File: src/rtl/rif_regbank.sv
// ---------------------------------------------------------------------------
// rif_regbank
//
// Register bank terminating the RIF port of the AHB-Lite adapter. Decodes the
// word address, returns read data combinationally, and flags unmapped or
// read-only-write accesses through rif_addr_valid.
//
// Register map (byte offsets):
//   0x00 ID          RO   ID_VALUE
//   0x04 CTRL        RW   bit0 TEN (timer enable), bit1 GIE, rest storage
//   0x08 STATUS      W1C  [EVT_W-1:0] events, bit31 timer expiry
//   0x0C IRQ_MASK    RW   only bits implemented in STATUS are stored
//   0x10 SCRATCH     RW
//   0x14 TIMER_LOAD  RW   (timer build only)
//   0x18 TIMER_VAL   RO   (timer build only)
//
// Optional feature macro: RIF_REGBANK_TIMER_EN
//   defined   : reload down-counter timer, TIMER_LOAD/TIMER_VAL, STATUS[31]
//   undefined : 0x14/0x18 unmapped, STATUS[31] = 0, CTRL.TEN plain storage
//
// Ports:
//   HCLK, HRESETn   clock, asynchronous active-low reset
//   rif_addr        byte address, bits [1:0] ignored
//   rif_addr_valid  combinational access legality
//   rif_wr_req      write strobe (data phase)
//   rif_rd_req      read strobe (address phase)
//   rif_wstrb       byte-lane enables, lane 0 = bits [7:0]
//   rif_wdata       write data
//   rif_rdata       combinational read data
//   evt_i           event pulses, each sets its STATUS bit
//   irq_o           registered interrupt
//   ctrl_o          current CTRL value
// ---------------------------------------------------------------------------
module rif_regbank #(
  parameter int          ADDR_WIDTH = 12,
  parameter int          DATA_WIDTH = 32,
  parameter int          EVT_W      = 8,
  parameter logic [31:0] ID_VALUE   = 32'h5249_4601
) (
  input  logic                  HCLK,
  input  logic                  HRESETn,
  input  logic [ADDR_WIDTH-1:0] rif_addr,
  output logic                  rif_addr_valid,
  input  logic                  rif_wr_req,
  input  logic                  rif_rd_req,
  input  logic [3:0]            rif_wstrb,
  input  logic [DATA_WIDTH-1:0] rif_wdata,
  output logic [DATA_WIDTH-1:0] rif_rdata,
  input  logic [EVT_W-1:0]      evt_i,
  output logic                  irq_o,
  output logic [31:0]           ctrl_o
);

  // Elaboration-time parameter checks.
  if (DATA_WIDTH != 32) begin : g_bad_data_width
    $fatal(1, "rif_regbank: DATA_WIDTH must be 32");
  end
  if (ADDR_WIDTH < 5) begin : g_bad_addr_width
    $fatal(1, "rif_regbank: ADDR_WIDTH must be >= 5");
  end
  if (EVT_W < 1 || EVT_W > 31) begin : g_bad_evt_w
    $fatal(1, "rif_regbank: EVT_W must be in 1..31");
  end

  localparam int WAW = ADDR_WIDTH - 2;

  localparam logic [WAW-1:0] W_ID     = WAW'(0);
  localparam logic [WAW-1:0] W_CTRL   = WAW'(1);
  localparam logic [WAW-1:0] W_STATUS = WAW'(2);
  localparam logic [WAW-1:0] W_MASK   = WAW'(3);
  localparam logic [WAW-1:0] W_SCR    = WAW'(4);

  // Bits of STATUS (and therefore IRQ_MASK) that physically exist.
  localparam logic [31:0] EVT_BITS = (32'h1 << EVT_W) - 32'h1;
`ifdef RIF_REGBANK_TIMER_EN
  localparam logic [WAW-1:0] W_TLOAD = WAW'(5);
  localparam logic [WAW-1:0] W_TVAL  = WAW'(6);
  localparam logic [31:0]    IMPL_BITS = EVT_BITS | 32'h8000_0000;
`else
  localparam logic [31:0]    IMPL_BITS = EVT_BITS;
`endif

  logic [WAW-1:0] word_addr;
  logic           unused_addr_bits;
  logic           sel_id, sel_ctrl, sel_status, sel_mask, sel_scr;
  logic           sel_tload, sel_tval;
  logic           mapped, ro_target, wr_en;
  logic [31:0]    lane_mask;
  logic [31:0]    ctrl_q, status_q, mask_q, scr_q;
  logic [31:0]    tload_q, tval_q;
  logic           tmr_expire;
  logic [31:0]    set_bits, clr_bits, status_d;
  logic [31:0]    rd_val;
  logic           irq_q;

  assign word_addr        = rif_addr[ADDR_WIDTH-1:2];
  assign unused_addr_bits = ^rif_addr[1:0];

  assign sel_id     = (word_addr == W_ID);
  assign sel_ctrl   = (word_addr == W_CTRL);
  assign sel_status = (word_addr == W_STATUS);
  assign sel_mask   = (word_addr == W_MASK);
  assign sel_scr    = (word_addr == W_SCR);
`ifdef RIF_REGBANK_TIMER_EN
  assign sel_tload  = (word_addr == W_TLOAD);
  assign sel_tval   = (word_addr == W_TVAL);
`else
  assign sel_tload  = 1'b0;
  assign sel_tval   = 1'b0;
`endif

  assign mapped    = sel_id | sel_ctrl | sel_status | sel_mask | sel_scr |
                     sel_tload | sel_tval;
  assign ro_target = sel_id | sel_tval;

  // A write aimed at a read-only register is reported illegal and dropped.
  assign rif_addr_valid = mapped & ~(rif_wr_req & ro_target);
  assign wr_en          = rif_wr_req & rif_addr_valid;

  assign lane_mask = {{8{rif_wstrb[3]}}, {8{rif_wstrb[2]}},
                      {8{rif_wstrb[1]}}, {8{rif_wstrb[0]}}};

  // Plain RW registers with byte-lane merge.
  always_ff @(posedge HCLK or negedge HRESETn) begin
    if (!HRESETn) begin
      ctrl_q <= 32'h0;
      mask_q <= 32'h0;
      scr_q  <= 32'h0;
    end else if (wr_en) begin
      if (sel_ctrl) ctrl_q <= (rif_wdata & lane_mask) | (ctrl_q & ~lane_mask);
      if (sel_mask) mask_q <= ((rif_wdata & lane_mask) | (mask_q & ~lane_mask)) & IMPL_BITS;
      if (sel_scr)  scr_q  <= (rif_wdata & lane_mask) | (scr_q & ~lane_mask);
    end
  end

`ifdef RIF_REGBANK_TIMER_EN
  logic [31:0] tload_new;

  assign tload_new  = (rif_wdata & lane_mask) | (tload_q & ~lane_mask);
  assign tmr_expire = ctrl_q[0] & (tval_q == 32'h0);

  // A TIMER_LOAD write reloads the counter directly, overriding the count.
  always_ff @(posedge HCLK or negedge HRESETn) begin
    if (!HRESETn) begin
      tload_q <= 32'h0;
      tval_q  <= 32'h0;
    end else if (wr_en && sel_tload) begin
      tload_q <= tload_new;
      tval_q  <= tload_new;
    end else if (ctrl_q[0]) begin
      tval_q  <= tmr_expire ? tload_q : (tval_q - 32'h1);
    end
  end
`else
  assign tload_q    = 32'h0;
  assign tval_q     = 32'h0;
  assign tmr_expire = 1'b0;
`endif

  // Sticky status: a set in the same cycle as a W1C clear wins.
  always_comb begin
    set_bits = 32'(evt_i);
    set_bits[31] = tmr_expire;
    clr_bits = (wr_en && sel_status) ? (rif_wdata & lane_mask) : 32'h0;
    status_d = ((status_q & ~clr_bits) | set_bits) & IMPL_BITS;
  end

  always_ff @(posedge HCLK or negedge HRESETn) begin
    if (!HRESETn) begin
      status_q <= 32'h0;
      irq_q    <= 1'b0;
    end else begin
      status_q <= status_d;
      irq_q    <= ctrl_q[1] & (|(status_q & mask_q));
    end
  end

  always_comb begin
    rd_val = 32'h0;
    if (sel_id)     rd_val = ID_VALUE;
    if (sel_ctrl)   rd_val = ctrl_q;
    if (sel_status) rd_val = status_q;
    if (sel_mask)   rd_val = mask_q;
    if (sel_scr)    rd_val = scr_q;
    if (sel_tload)  rd_val = tload_q;
    if (sel_tval)   rd_val = tval_q;
  end

  assign rif_rdata = rif_rd_req ? rd_val : 32'h0;
  assign irq_o     = irq_q;
  assign ctrl_o    = ctrl_q;

endmodule

File: config.mk
export PLATFORM = sky130hd
export DESIGN_NAME = rif_regbank
export DESIGN_NICKNAME = d
export VERILOG_FILES = /design/src/rtl/rif_regbank.sv
export SDC_FILE = /design/constraint.sdc
export NUM_CORES = 1
export LEC_CHECK = 0
export CAP_MARGIN = 20
export CORE_ASPECT_RATIO = 0.5
export CORE_UTILIZATION = 40
export DETAILED_ROUTE_END_ITERATION = 12
export GPL_ROUTABILITY_DRIVEN = 0
export PLACE_DENSITY = 0.73
export SLEW_MARGIN = 20
export SYNTH_ARGS = -nofsm -noshare
export SYNTH_HDL_FRONTEND = slang
export SYNTH_SLANG_ARGS = --single-unit
File: constraint.sdc
create_clock -name HCLK -period 1.7 [get_ports HCLK]
set_clock_uncertainty 0.2 [all_clocks]
set_input_delay 0.17 -clock HCLK [delete_from_list [all_inputs] [get_ports HCLK]]
set_output_delay 0.17 -clock HCLK [all_outputs]
set_load 0.03 [all_outputs]
# After elaboration in Yosys (flattened, before gate mapping)
# Index checks and enable logic that the tools add are counted.
[totals]
output_inout_bits = 66
elab_cells = 43
in_bits = 60
register_bits = 81
[classes]
n_mux = 7
bitwise_logic = 21
n_reduce_logical = 6
n_eq_ne = 4
[ops]
columns = ["cell", "n"]
rows = [
  ["$mux 32", 5],
  ["$and 32x32->32", 3],
  ["$or 32x32->32", 2],
  ["$not 32->32", 1],
  ["$reduce_or 32->1", 1],
  ["$mux 31", 1],
  ["$and 8x8->8", 3],
  ["$eq 10x2->1 const B", 2],
  ["$or 8x8->8", 2],
  ["$eq 10x1->1 const B", 1],
  ["$eq 10x3->1 const B", 1],
  ["$logic_not 10->1", 1],
  ["$mux 8", 1],
  ["$not 8->8", 1],
  ["$reduce_and 2->1", 3],
  ["$and 1x1->1", 4],
  ["$or 1x1->1", 4],
  ["$logic_and 1x1->1", 1],
  ["$not 1->1", 1],
]

# Depth between registers and ports, before layout
[depth]
depth_word = 12
mapped_depth = 5
depth_no_buf = 3

# Worst setup path before layout
# OpenSTA, ideal clock, no wires.
[synth_path]
path_kind = "input to output"
start = "input port rif_addr[8]"
end = "output port rif_addr_valid"
t_arrival_ns = 2.070
t_required_ns = 1.330
setup_slack_ns = -0.740
path_stages = 4
n_path_buf = 2
path_cell_list = "or4_4 -> buf_6 -> buf_6 -> nor4b_1"
[synth_via]
elab_chain_len = 6
word_cells_on_any_way = 12
classes_between = "4 x eq/ne; 7 x bitwise; 1 x reduce/logical"
[synth_rtl]
columns = ["element", "line_no", "rtl"]
rows = [
  ["start: declaration", "42", "input logic [ADDR_WIDTH-1:0] rif_addr,"],
  ["$eq 10x1->1 or $logic_not 10->1 (tied branches)", "100, 99", ""],
  ["$or 1x1->1 (4 in series)", "112", "assign mapped = sel_id | sel_ctrl | sel_status | sel_mask | sel_scr |"],
  ["$and 1x1->1 *", "117", "assign rif_addr_valid = mapped & ~(rif_wr_req & ro_target);"],
  ["end: declaration", "43", "output logic rif_addr_valid,"],
]
# Mark *: on every way between the ends. The rest lies on a longest branch, timed or not.

# Worst setup path in the final report
[layout_path]
start = "input port rif_addr[6]"
end = "output port rif_rdata[28]"
[layout_via]
elab_chain_len = 7
word_cells_on_any_way = 11
classes_between = "4 x eq/ne; 6 x mux; 1 x reduce/logical"
[layout_rtl]
columns = ["element", "line_no", "rtl"]
rows = [
  ["$logic_not 10->1", "99", "assign sel_id = (word_addr == W_ID);"],
  ["$mux 31", "180", "if (sel_id) rd_val = ID_VALUE;"],
  ["$mux 32", "181", "if (sel_ctrl) rd_val = ctrl_q;"],
  ["$mux 32", "182", "if (sel_status) rd_val = status_q;"],
  ["$mux 32", "183", "if (sel_mask) rd_val = mask_q;"],
  ["$mux 32 *", "184", "if (sel_scr) rd_val = scr_q;"],
  ["$mux 32 *", "189", "assign rif_rdata = rif_rd_req ? rd_val : 32'h0;"],
  ["end: declaration", "48", "output logic [DATA_WIDTH-1:0] rif_rdata,"],
]
# Marked as above.

==> metrics list <==
- Status: finished with violations
- The checks that failed: negative setup slack.
- Entering global routing, the biggest net connects 82 pins.
* Clock sinks: 81
- Post-route DRC: 0
* Critical path endpoint category: output pin
- Number of flip-flops and latches in the synthesized netlist: 81
- Detailed-route wire length per cell: 19.3 um
- In this run the number of H-tree levels came out at 3.
- Leakage power figure: 3.40 nW
- Top Family by Delay on Critical Path: simple AND/OR/NAND/NOR gates
- Number of non-filler instances in the completed layout: 680
* Cell total after placement: 623
- Leading area contributor after synthesis: sky130_fd_sc_hd__dfrtp_1
- After detailed routing, the total wire length is 13100 um.
* Fmax: 0.509 GHz
- Together, buffers and inverters on the worst path number 3.
- Worst slew margin relative to its limit: 69.4%
- Yosys warning total: 0
* Amount of wire on met2 after detailed routing: 6630 um
- Antenna Cells: 0
- Across all register-to-register paths, the minimum setup slack is 360 ps.
* Arrival time at the worst endpoint: 1590 ps
* Final critical-path setup slack: -264 ps
* Number of antenna violations at the first check in global routing: 0
* Number of rows in the core area: 25
* RSZ-0062 raised after global routing: true
- The hold violation total from the final report was 0.
- Post-Route Utilization: 76.5%
- The tightest min-delay check is of the in -> async type.
- Yosys attributes the largest share of cell area to sky130_fd_sc_hd__dfrtp_1 50%, sky130_fd_sc_hd__mux2_2 21%, sky130_fd_sc_hd__a22oi_1 4.8%.
* Max-capacitance violation count: 0
- STA classifies the critical path startpoint as an input port.
* Critical path's most frequent cell: sky130_fd_sc_hd__buf_6
- Worst-margin pin slew: 459 ps
- Peak fanout along the critical path: 4
- Length of the first detailed-routing pass in iterations: 4
- Nets in the synthesized netlist: 391
- # nets final: 600
- The clock reaches the later pin of the worst-skew pair after 350 ps.
- Number of different library cells in the post-synthesis netlist: 35
* Endpoints failing setup: 89
- Worst Setup Path Type: in -> out
* Leading cell types in the layout, fill and taps excluded: 81 x sky130_fd_sc_hd__dfrtp_1, 55 x sky130_fd_sc_hd__buf_6, 54 x sky130_fd_sc_hd__mux2_4, 54 x sky130_fd_sc_hd__buf_4, 44 x sky130_fd_sc_hd__clkdlybuf4s50_1
* Reg-to-Reg Start: status_q[2]
* Global-route wire length before repair: 20900 um
- Required time reported for the critical path endpoint: 1330 ps
- Global routing consumed, over all layers together, 26.8% of the routing resources.
* Vias post-DR: 3599
- Yosys top cell area share: 50.2%
* Root Driver: sky130_fd_sc_hd__clkbuf_16
- Worst R2R Path Depth: 4
* Layout cell share with drive strength beyond 1: 57.1%
- After detailed routing, the wire length on met1 is 5770 um.
- Ratio of final minimum period to clock period: 116%
* Cell-by-cell trace of the critical path: buf_6 > or4_4 > nor4b_4 > buf_4 > o21a_2 > buf_6
- Starting Density: 42.0%
- Power density of the placed cells: 619 mW/mm^2
- Leaving out fill and tap cells, the most frequent cell in the layout is sky130_fd_sc_hd__dfrtp_1.
* Vias per cell: 5.29
- Highest cell delay on the worst timing path: 560 ps
* Top routing layer used: met4
* Number of instances in the synthesized netlist: 331
- Mapped cell area: 0.00403 mm^2
- Reg-to-Reg End: irq_o
- Overall overflow remaining after global route: 0
- CTS tree: done
- Synthesis-to-layout area growth: 82.2%
- Via count of the first global-routing pass: 3990
- Die boundary width: 144 um
* Die Span Y: 73.0 um
- In this run, CTS created clock tree buffers numbering 9.
- The die covers 0.0105 mm^2.
- Post-route ant nets: 0
* Detailed route wirelength on metal3: 516 um
* Maximum vdd ir drop: 0.496 mV
- Number of max-slew violations in the final report: 0
* Seq/Total Area, Yosys: 50.2%
- CTS max path bufs: 2
- In this run the standard cell core region covers 0.00960 mm^2.
* Initial detailed-routing violation count: 129
- HPWL after detailed placement: 8180 um
* Shortest period the worst path allows: 1960 ps
* IO buf count: 123
* I/O pin cnt: 126
- Timing analysis after detailed placement gives a worst setup slack of -772 ps.
- Register clock-pin slew on the reported worst setup and hold paths: 60 ps
- Cell type of the slowest stage on the worst timing path: sky130_fd_sc_hd__or4_4
* Mean area per synthesized cell: 12.2 um^2
==> through the flow <==
step | hold WS, ps | setup TNS, ps | instance area (um^2) | power [mW]
detailed placement | 38.1 | -75820 | 6140 | 2.43
floorplan | -326 | -21020 | 4450 | 2.14
finish | 180 | -12280 | 7350 | 4.55
CTS | 146 | -11210 | 7240 | 4.55
global route | 181 | -15660 | 7350 | 4.69
global placement | 31.8 | -74360 | 6140 | 2.43
==> synth_stat cells <==
master                      n
sky130_fd_sc_hd__a21oi_1   16
sky130_fd_sc_hd__nor2_1    15
sky130_fd_sc_hd__buf_2      3
sky130_fd_sc_hd__a221oi_1   1
sky130_fd_sc_hd__nand3_1    2
sky130_fd_sc_hd__nor4b_4    1
sky130_fd_sc_hd__buf_1      1
sky130_fd_sc_hd__mux2i_1    2
sky130_fd_sc_hd__inv_1     19
sky130_fd_sc_hd__dfrtp_1   81
sky130_fd_sc_hd__buf_6      2
sky130_fd_sc_hd__or3b_1     2
sky130_fd_sc_hd__or4_1      8
sky130_fd_sc_hd__nor2b_1   10
sky130_fd_sc_hd__a22oi_1   26
sky130_fd_sc_hd__and4b_1    1
sky130_fd_sc_hd__o21ai_0    1
sky130_fd_sc_hd__o21a_1     9
sky130_fd_sc_hd__nand2b_1   2
sky130_fd_sc_hd__or4_4      1
sky130_fd_sc_hd__nor3_1     1
sky130_fd_sc_hd__or3_1      1
sky130_fd_sc_hd__or4bb_1    1
sky130_fd_sc_hd__mux2_2    77
sky130_fd_sc_hd__nand4_1    3
sky130_fd_sc_hd__clkbuf_1  11
sky130_fd_sc_hd__or4b_1     1
sky130_fd_sc_hd__nor4_4     6
sky130_fd_sc_hd__nor4_1     1
sky130_fd_sc_hd__and2_1     1
sky130_fd_sc_hd__nor3b_1    2
sky130_fd_sc_hd__nand2_1   10
sky130_fd_sc_hd__a41oi_1    1
sky130_fd_sc_hd__a21o_1    10
sky130_fd_sc_hd__nor4b_1    2
==> worst max path at each step <==
stage / startpoint / to / cells past startpoint
finish: rif_addr[6] / rif_rdata[28] / 6
detailed placement: rif_addr[8] / flip-flop / 6
CTS: rif_addr[6] / rif_rdata[28] / 6
global route: rif_addr[6] / rif_rdata[14] / 6
global placement: rif_addr[8] / flip-flop / 6
floorplan: rif_addr[8] / rif_rdata[10] / 5
==> power breakdown <==
part,internal (mW),switching (mW),leakage (nW)
clock network,1.17,0.863,0.149
logic,0.308,0.255,2.17
registers,1.94,0.0118,1.08
==> cell families (layout without fill, tap and decap cells) <==
kind of cell / Yosys count / in the layout / synth area share (%)
simple gates: 71 / 71 / 13.0
buf+inv: 36 / 250 / 3.81
compound gates: 64 / 64 / 10.9
mux: 79 / 79 / 22.0
flops: 81 / 81 / 50.2
==> final cells by class <==
type,instances,area (um^2)
inverters,19,71.3
multi-input cells,214,2530
flip-flops and latches,81,2030
fillers,572,2250
well taps,135,169
repair buffers,215,2230
clock inverters,7,88.8
clock buffers,9,225
==> repair_timing <==
item | CTS | global route
hold buffers | 1 | 0
hold endpoints to repair | 81 | 0
gates cloned | 3 | 0
setup buffers | 37 | 4
resized for setup | 197 | 24
pin swaps | 44 | 14
setup endpoints to repair | 146 | 89
==> tightest hold or removal path, delay by kind of cell <==
| kind | cells | cell delay [ps] |
|---|---|---|
| buffers and inverters | 3 | 970 |
==> layer usage <==
metal / up-vias / track usage, %
li1: 1637 / -
met5: - / 0
met4: 0 / 10.0
met1: 1859 / 33.8
met3: 22 / 5.97
met2: 81 / 45.4
No activity file was read; power rests on OpenSTA's default activity.
==> RTL change (config.mk and constraints unchanged) <==
The parameter `ADDR_WIDTH` goes from 12 to 11.
--- a/src/rtl/rif_regbank.sv
+++ b/src/rtl/rif_regbank.sv
@@ -33,5 +33,5 @@
 // ---------------------------------------------------------------------------
 module rif_regbank #(
-  parameter int          ADDR_WIDTH = 12,
+  parameter int          ADDR_WIDTH = 11,
   parameter int          DATA_WIDTH = 32,
   parameter int          EVT_W      = 8,
Ports: changed (resized rif_addr); port bits go from 126 to 125. The function was not compared with the original's and may differ.
==> RTL change against the original RTL <==
The run still ends with setup timing left. Final area fell by 0.54%. Register-to-register slack worse by 0.02 ns. Critical path depth increased by 3. Sequential cell count is the same. Total power increased by 7.6%. Synthesized cell count down 2.7%. Worst setup slack gained 0.060 ns. Synthesized area fell by 0.87%. Wire length increased by 15%. Global-route usage is 0.96 points higher. Via count increased by 7.8%.
==> RTL change: results <==
<?xml version="1.0" encoding="UTF-8"?>
<metrics>
  <group name="setup_path">
    <metric name="timing.critical_path.fanout_max" unit="">5</metric>
    <metric name="cp_slowest_stage_delay" unit="ns">0.31</metric>
    <metric name="endpoint_arrival_time_on_the_critical_path" unit="ns">1.53</metric>
    <metric name="cp_slowest_cell" unit="">sky130_fd_sc_hd__nor4b_4</metric>
  </group>
  <group name="logic_synthesis">
    <metric name="synth.top_cells.by_area" unit="">sky130_fd_sc_hd__dfrtp_1, sky130_fd_sc_hd__mux2_2, sky130_fd_sc_hd__a22oi_1</metric>
    <metric name="synth.net_count" unit="">381</metric>
    <metric name="yosysSeqAreaShare" unit="%">50.7</metric>
    <metric name="post_synth_num_cell_types" unit="">41</metric>
    <metric name="postSynthAreaPerCell" unit="um^2">12.4</metric>
    <metric name="synth_commonest_cells" unit="">sky130_fd_sc_hd__dfrtp_1, sky130_fd_sc_hd__mux2_2, sky130_fd_sc_hd__a22oi_1, sky130_fd_sc_hd__nor2_1, sky130_fd_sc_hd__o21ai_0</metric>
  </group>
  <group name="sta">
    <metric name="max_slew.worst_pin.slew" unit="ns">0.451</metric>
    <metric name="final.setup.worst_slack" unit="ns">-0.205</metric>
    <metric name="timing.setup.tns" unit="ns">-4.47</metric>
    <metric name="finalSetupViolCount" unit="">42</metric>
  </group>
  <group name="cells_and_area">
    <metric name="drive_above_1_share" unit="%">58.8</metric>
    <metric name="fillCellCount" unit="">552</metric>
  </group>
  <group name="outcome">
    <metric name="run_status" unit="">complete, but fails checks</metric>
    <metric name="failed_checks" unit="">setup timing</metric>
  </group>
  <group name="power_and_ir_drop">
    <metric name="switchingPower" unit="mW">1.16</metric>
    <metric name="cellLeakagePower" unit="nW">3.31</metric>
    <metric name="ir_worst_vdd" unit="mV">0.505</metric>
  </group>
  <group name="detailed_routing">
    <metric name="route.detailed.wl_per_inst" unit="um">22.3</metric>
    <metric name="initialDrtViolationCount" unit="">249</metric>
    <metric name="vias_per_cell" unit="">5.70</metric>
  </group>
  <group name="global_routing">
    <metric name="grt_pass1_wl" unit="mm">21.4</metric>
    <metric name="grt_pass1_vias" unit="">3919</metric>
    <metric name="grt_use_total" unit="%">27.7</metric>
  </group>
  <group name="placement">
    <metric name="io_buffers" unit="">122</metric>
    <metric name="detailed_place_hpwl" unit="mm">7.67</metric>
    <metric name="number_of_placed_instances_with_taps_included" unit="">617</metric>
    <metric name="postPlaceCellArea" unit="mm^2">0.00602</metric>
  </group>
</metrics>
RTL change: cell families after synthesis:
group,Yosys count,share of synthesized area (%)
AO/OA/AOI/OAI,76,12.5
buffers and inverters,21,2.88
multiplexers,73,20.5
AND/OR/NAND/NOR,71,13.4
flip-flops,81,50.7
RTL change: final timing paths:
kind                                            start                    end  slack, ns  depth (start not counted)
worst max register to register  status_q[5]$_DFF_PN0_        irq_o$_DFF_PN0_       0.34                          4
max in group asynchronous                     HRESETn              async pin       0.75                          3
min in group HCLK                            evt_i[6]  status_q[6]$_DFF_PN0_       0.19                          2
worst min-delay path                          HRESETn              async pin       0.18                          3
worst max-delay path                      rif_addr[4]          rif_rdata[29]      -0.20                          9
worst min register to register               register               register       0.31                          1
RTL change: critical path: cells and delay by family:
family / cells / cell delay, ns
AOI/OAI and AO/OA: 1 / 0.09
buffers and inverters: 6 / 0.82
and+or+nand+nor: 2 / 0.46
RTL change: power by group through the flow:
stage | combinational [mW] | sequential (mW) | clock, mW
2_1_floorplan | 0.167 | 2.02 | 0
3_3_place_gp | 0.481 | 2.00 | 0
3_5_place_dp | 0.488 | 2.00 | 0
4_1_cts | 0.602 | 1.97 | 2.27
5_1_grt | 0.684 | 1.98 | 2.38
6_report | 0.652 | 1.98 | 2.26
RTL change: per-stage QoR:
| stage | utilization, % | worst slack [ns] | hold slack, ns |
|---|---|---|---|
| global route | 76.4 | -0.252 | 0.192 |
| detailed placement | 62.8 | -0.957 | 0.0326 |
| floorplan | - | -0.0765 | -0.326 |
| CTS | 74.4 | -0.222 | 0.185 |
| global placement | 62.8 | -0.926 | 0.0296 |
| finish | 76.4 | -0.205 | 0.179 |
RTL change: per-layer routing:
metal	track usage, %	up-vias	share of wire [%]
met1	35.2	1995	42
met5	0	-	0
li1	-	1660	-
met2	45.6	184	50
met3	6.89	41	5.7
met4	11.8	0	3.0
RTL change: final cells by class:
| class | count | area, um^2 | area share [%] |
|---|---|---|---|
| inverter | 2 | 11.3 | 0.154 |
| sequential | 81 | 2030 | 27.7 |
| clock inverter | 6 | 115 | 1.58 |
| clock buffer | 10 | 229 | 3.13 |
| tap | 135 | 169 | 2.31 |
| multi-input combinational | 221 | 2440 | 33.4 |
| timing repair buffer | 226 | 2320 | 31.7 |
RTL change: what timing repair did:
item | CTS | global route
hold endpoints to repair | 81 | 0
setup buffers | 37 | 15
endpoints found under the setup margin | 146 | 89
hold buffers | 1 | 0
gates resized for setup | 198 | 49
gates cloned | 4 | 1
pin swaps | 41 | 38
